<file path="config.mk">
export PLATFORM = sky130hd
export DESIGN_NAME = scan_decoder
export DESIGN_NICKNAME = d
export VERILOG_FILES = /design/src/rtl/scan_decoder.sv
export SDC_FILE = /design/constraint.sdc
export NUM_CORES = 1
export LEC_CHECK = 0
export ABC_AREA = 1
export BUFFER_PORTS_ARGS = -buffer_cell sky130_fd_sc_hd__clkbuf_2
export CORE_MARGIN = 5
export CORE_UTILIZATION = 47
export DETAILED_ROUTE_END_ITERATION = 7
export PLACE_DENSITY = 0.75
export REMOVE_ABC_BUFFERS = 1
export SYNTH_ARGS = -nofsm -noshare
export SYNTH_HDL_FRONTEND = slang
export SYNTH_SLANG_ARGS = --single-unit
</file>
<file path="constraint.sdc">
create_clock -name clk -period 4.5 [get_ports clk]
set_input_delay 0.9 -clock clk [delete_from_list [all_inputs] [get_ports clk]]
set_output_delay 0.9 -clock clk [all_outputs]
set_load 0.005 [all_outputs]
</file>
<file path="src/rtl/scan_decoder.sv">
// Registered binary-to-one-hot decoder with an autonomous, maskable scan mode.
// Define SCAN_DECODER_BLANK_EN to add BLANK_CYC cycles of dead time after each scan advance.
module scan_decoder #(
  parameter int SEL_W     = 2,
  parameter int PRESCALE  = 50000,
  parameter int BLANK_CYC = 1
) (
  input  logic                    clk,
  input  logic                    reset_n,
  input  logic                    en,
  input  logic                    mode,
  input  logic [SEL_W-1:0]        a,
  input  logic [(1<<SEL_W)-1:0]   ch_mask,
  output logic [(1<<SEL_W)-1:0]   bcode,
  output logic [SEL_W-1:0]        sel,
  output logic                    tick
);

  localparam int N_OUT = 1 << SEL_W;
  localparam int CNT_W = $clog2(PRESCALE);

  if (PRESCALE < 2 || BLANK_CYC < 1 || BLANK_CYC >= PRESCALE) begin : g_param_check
    $error("scan_decoder: PRESCALE must be >= 2 and BLANK_CYC in 1..PRESCALE-1");
  end

  // Scans upward from 'from' (starting at offset first_off) for the first set
  // mask bit, wrapping around; returns 'from' unchanged when the mask is empty.
  function automatic logic [SEL_W-1:0] find_set(input logic [SEL_W-1:0] from,
                                                input logic [N_OUT-1:0] mask,
                                                input int               first_off);
    logic [SEL_W-1:0] idx;
    logic             found;
    find_set = from;
    found    = 1'b0;
    for (int k = 0; k <= N_OUT; k++) begin
      idx = from + SEL_W'(k);
      if (!found && k >= first_off && mask[idx]) begin
        find_set = idx;
        found    = 1'b1;
      end
    end
  endfunction

  logic [CNT_W-1:0] cnt;
  logic             mode_prev;
  logic             entry;
  logic             wrap;
  logic             advance;
  logic [SEL_W-1:0] sel_next;
  logic [N_OUT-1:0] hot_next;

  always_comb begin
    entry    = mode && !mode_prev;
    wrap     = (cnt == CNT_W'(PRESCALE - 1));
    advance  = mode && !entry && wrap;
    sel_next = sel;
    if (!mode)
      sel_next = a;
    else if (entry)
      sel_next = find_set(sel, ch_mask, 0);
    else if (wrap)
      sel_next = find_set(sel, ch_mask, 1);
  end

  for (genvar gi = 0; gi < N_OUT; gi++) begin : g_hot
    assign hot_next[gi] = (sel_next == SEL_W'(gi));
  end

`ifdef SCAN_DECODER_BLANK_EN
  localparam int BLANK_W = $clog2(BLANK_CYC + 1);
  logic [BLANK_W-1:0] blank;
`endif

  always_ff @(posedge clk) begin
    if (!reset_n) begin
      bcode     <= '0;
      sel       <= '0;
      tick      <= 1'b0;
      cnt       <= '0;
      // Track the live mode so a reset held in scan mode does not look like a mode entry.
      mode_prev <= mode;
`ifdef SCAN_DECODER_BLANK_EN
      blank     <= '0;
`endif
    end else if (en) begin
      mode_prev <= mode;
      sel       <= sel_next;
      tick      <= advance;
      cnt       <= (!mode || entry || wrap) ? '0 : cnt + CNT_W'(1);
`ifdef SCAN_DECODER_BLANK_EN
      if (!mode)
        blank <= '0;
      else if (advance)
        blank <= BLANK_W'(BLANK_CYC - 1);
      else if (blank != '0)
        blank <= blank - BLANK_W'(1);
      bcode <= (mode && (advance || blank != '0)) ? '0 : (hot_next & ch_mask);
`else
      bcode <= hot_next & ch_mask;
`endif
    end else begin
      bcode <= '0;
      tick  <= 1'b0;
    end
  end

endmodule

</file>
==> flow_summary.json <==
{
  "cp.required_ps": 4670,
  "overflow": 0,
  "first_iter_violations": 101,
  "cpLargestDelayFamily": "compound AO/OA/AOI/OAI gates",
  "synth_cell_type_count": 27,
  "setup_viol": 0,
  "critical_path.max_fanout": 14,
  "leakagePower_uw": 0.000744,
  "core_area_um2": 3310,
  "min_period_over_period_pct": 52.8,
  "grt_pass1_wl_um": 5990,
  "fmax_mhz": 421,
  "wl_um": 3470,
  "path_clk_slew_ps": 140,
  "diodes": 0,
  "post_cts_buffers": 0,
  "layout_common_cells": "63 x nand2_1, 38 x nand3_1, 31 x nor2_1",
  "crit_top_cell": "nor2_1",
  "hold_start": "cnt[1]$_SDFFE_PN0P_",
  "dpl.hpwl_um": 2710,
  "nNetsFinal": 278,
  "yosys-top-cells-area": "dfxtp_1 29%, nand2_1 15%, nand3_1 12%",
  "finalSetupTns_ps": 0,
  "start_util_pct": 47.9,
  "cts_htree_levels": 1,
  "ys_seq_area_share_pct": 30.9,
  "syn-cell-area_um2": 1590,
  "period_minus_slack_ps": 2380,
  "rsz0062_at_grt": "false",
  "root_buffer": "clkbuf_4",
  "cp-end-kind": "flip-flop",
  "drive_gt1_share_pct": 17.3,
  "area_growth_syn_to_layout_pct": 10.0,
  "cp_cell_sequence": "ha_1 -> nand2_1 -> nor2_1 -> nand3_1 -> nor3_1 -> nor2_1 -> o21ai_1 -> nor2_1",
  "irDropWorstVdd_uv": 221,
  "crit_path_top_delay_cell": "o21ai_1",
  "drtAntennaViolNets": 0,
  "ys_ff_latch": 24,
  "synth-warning-count": 0,
  "slowest_delay_ps": 860,
  "max_slew_margin_pct": 25.9,
  "cellPowerDensity_nw_per_um2": 281,
  "drt-vias-per-instance": 5.11,
  "crit_type": "reg2reg",
  "worst_slew_pin_slew_ps": 1100,
  "syn_avg_cell_area_um2": 6.34,
  "dieArea_um2": 4630,
  "groute.usage.overall_pct": 16.8,
  "num_vias": 1595,
  "die_y_um": 68.1,
  "ctsResizeCount": 0,
  "drcViolationCount": 0,
  "yosys.area.top_type": "dfxtp_1",
  "slew_viol_final": 0,
  "finalWorstSetupSlack_ps": 2120,
  "rr_startpoint": "cnt[1]$_SDFFE_PN0P_",
  "cp_num_buf_inv": 0,
  "hold-path-cell-count": 2,
  "synth_top_area_share_pct": 29.0,
  "reg2reg_slack_ps": 2120,
  "drt_first_pass_iters": 4,
  "worstPathArrival_ps": 2540,
  "grt_pass1_vias": 1394,
  "final_common_cell": "nand2_1",
  "io_pins": 17,
  "fin_cells": 312,
  "hold_violations": 0,
  "critPathLaunchType": "flip-flop",
  "cts_tree": "yes",
  "skew_ps": 12.8,
  "dpl.cell_count": 308,
  "hold_end": "cnt[1]$_SDFFE_PN0P_",
  "r2r_end": "cnt[15]$_SDFFE_PN0P_",
  "clock_latency_ps": 320,
  "cap_violations": 0,
  "wire_per_inst_um": 11.1,
  "synth_cells": 250,
  "cts_max_path_buffers": 2,
  "post_cts_hold_buffer_count": 0,
  "die_w_um": 68.1,
  "antenna_found_initial": 0,
  "clock-sinks": 24,
  "place_congestion": 0.917,
  "r2r_cells": 8,
  "io_buffer_count": 16,
  "fp-row-count": 21,
  "worstHoldPathType": "reg2reg",
  "place_ws_ps": 2100,
  "status": "finished, final reports clean",
  "cts_buffers": 3,
  "grt_start_max_net_pins": 17
}
cells by family after synthesis:
family / after synthesis / share of synthesized area [%]
buf+inv: 33 / 8.84
flops: 24 / 30.9
simple gates: 172 / 51.1
xor+xnor: 7 / 3.87
compound gates: 13 / 4.50
fa+ha+maj: 1 / 0.789
tightest hold or removal path: stages, from the launching register on:
cell	delay, ps
dfxtp_1	360
nand3_1	80
nand2_1	50
worst max path at each step:
| stage | start | to | cells after the start |
|---|---|---|---|
| finish | cnt[1]$_SDFFE_PN0P_ | cnt[15]$_SDFFE_PN0P_ | 8 |
| global route | cnt[1]$_SDFFE_PN0P_ | cnt[14]$_SDFFE_PN0P_ | 8 |
| CTS | cnt[1]$_SDFFE_PN0P_ | cnt[14]$_SDFFE_PN0P_ | 8 |
| detailed placement | mode | cnt[14]$_SDFFE_PN0P_ | 5 |
| global placement | en | cnt[12]$_SDFFE_PN0P_ | 9 |
| floorplan | en | cnt[12]$_SDFFE_PN0P_ | 8 |
flip-flops by register name, indices dropped and copies added (netlist names):
register / count
tick: 1
cnt: 16
sel: 2
mode_prev: 1
bcode: 4
where the power goes:
group          leakage [µW]  total (µW)  internal, µW  switching, µW
sequential         0.000196         225           218           7.21
combinational      0.000520         110          36.5           73.7
clock             0.0000279         154          90.1           64.1
total              0.000744         489           344            145
through the flow:
| stage | hold WS (ps) | area [µm²] | utilization [%] | power [µW] |
|---|---|---|---|---|
| after floorplan | 464 | 1550 | - | 311 |
| after global placement | 482 | 1690 | 51.1 | 337 |
| after detailed placement | 490 | 1690 | 51.1 | 338 |
| after CTS | 517 | 1740 | 52.7 | 494 |
| after global routing | 554 | 1740 | 52.7 | 520 |
| final | 523 | 1740 | 52.7 | 489 |
Yosys cell counts:
master     n
nand3_1   38
nand2_4    2
nor3b_1    1
nor4_1     2
nor2_2     1
nor2_1    31
buf_6      1
a21oi_1    4
buf_2      1
or2_2      3
inv_1     25
edfxtp_1   1
nor3_1     9
nand3_2    3
nand2_2   11
o21ai_1    3
o21ai_0    4
nor2_4     1
a21oi_2    1
buf_4      2
ha_1       1
xor2_1     7
nand2_1   63
nand4_1    7
inv_2      4
dfxtp_1   23
a211oi_1   1
cell type report:
| cell class | count | area (µm²) |
|---|---|---|
| fillers | 350 | 1570 |
| multi-input cells | 193 | 955 |
| flip-flops and latches | 24 | 490 |
| inverters | 29 | 109 |
| repair buffers | 16 | 80.1 |
| well taps | 46 | 57.6 |
| clock inverters | 1 | 30.0 |
| clock buffers | 3 | 22.5 |
metal layers:
metal | wire length [µm] | up-vias | track usage, %
met5 | 0 | - | 0
met4 | 41 | 0 | 4.96
met3 | 110 | 5 | 2.79
met2 | 1610 | 21 | 28.5
met1 | 1710 | 728 | 21.6
li1 | - | 841 | -
Note: power is estimated with default switching activity, not from simulation.
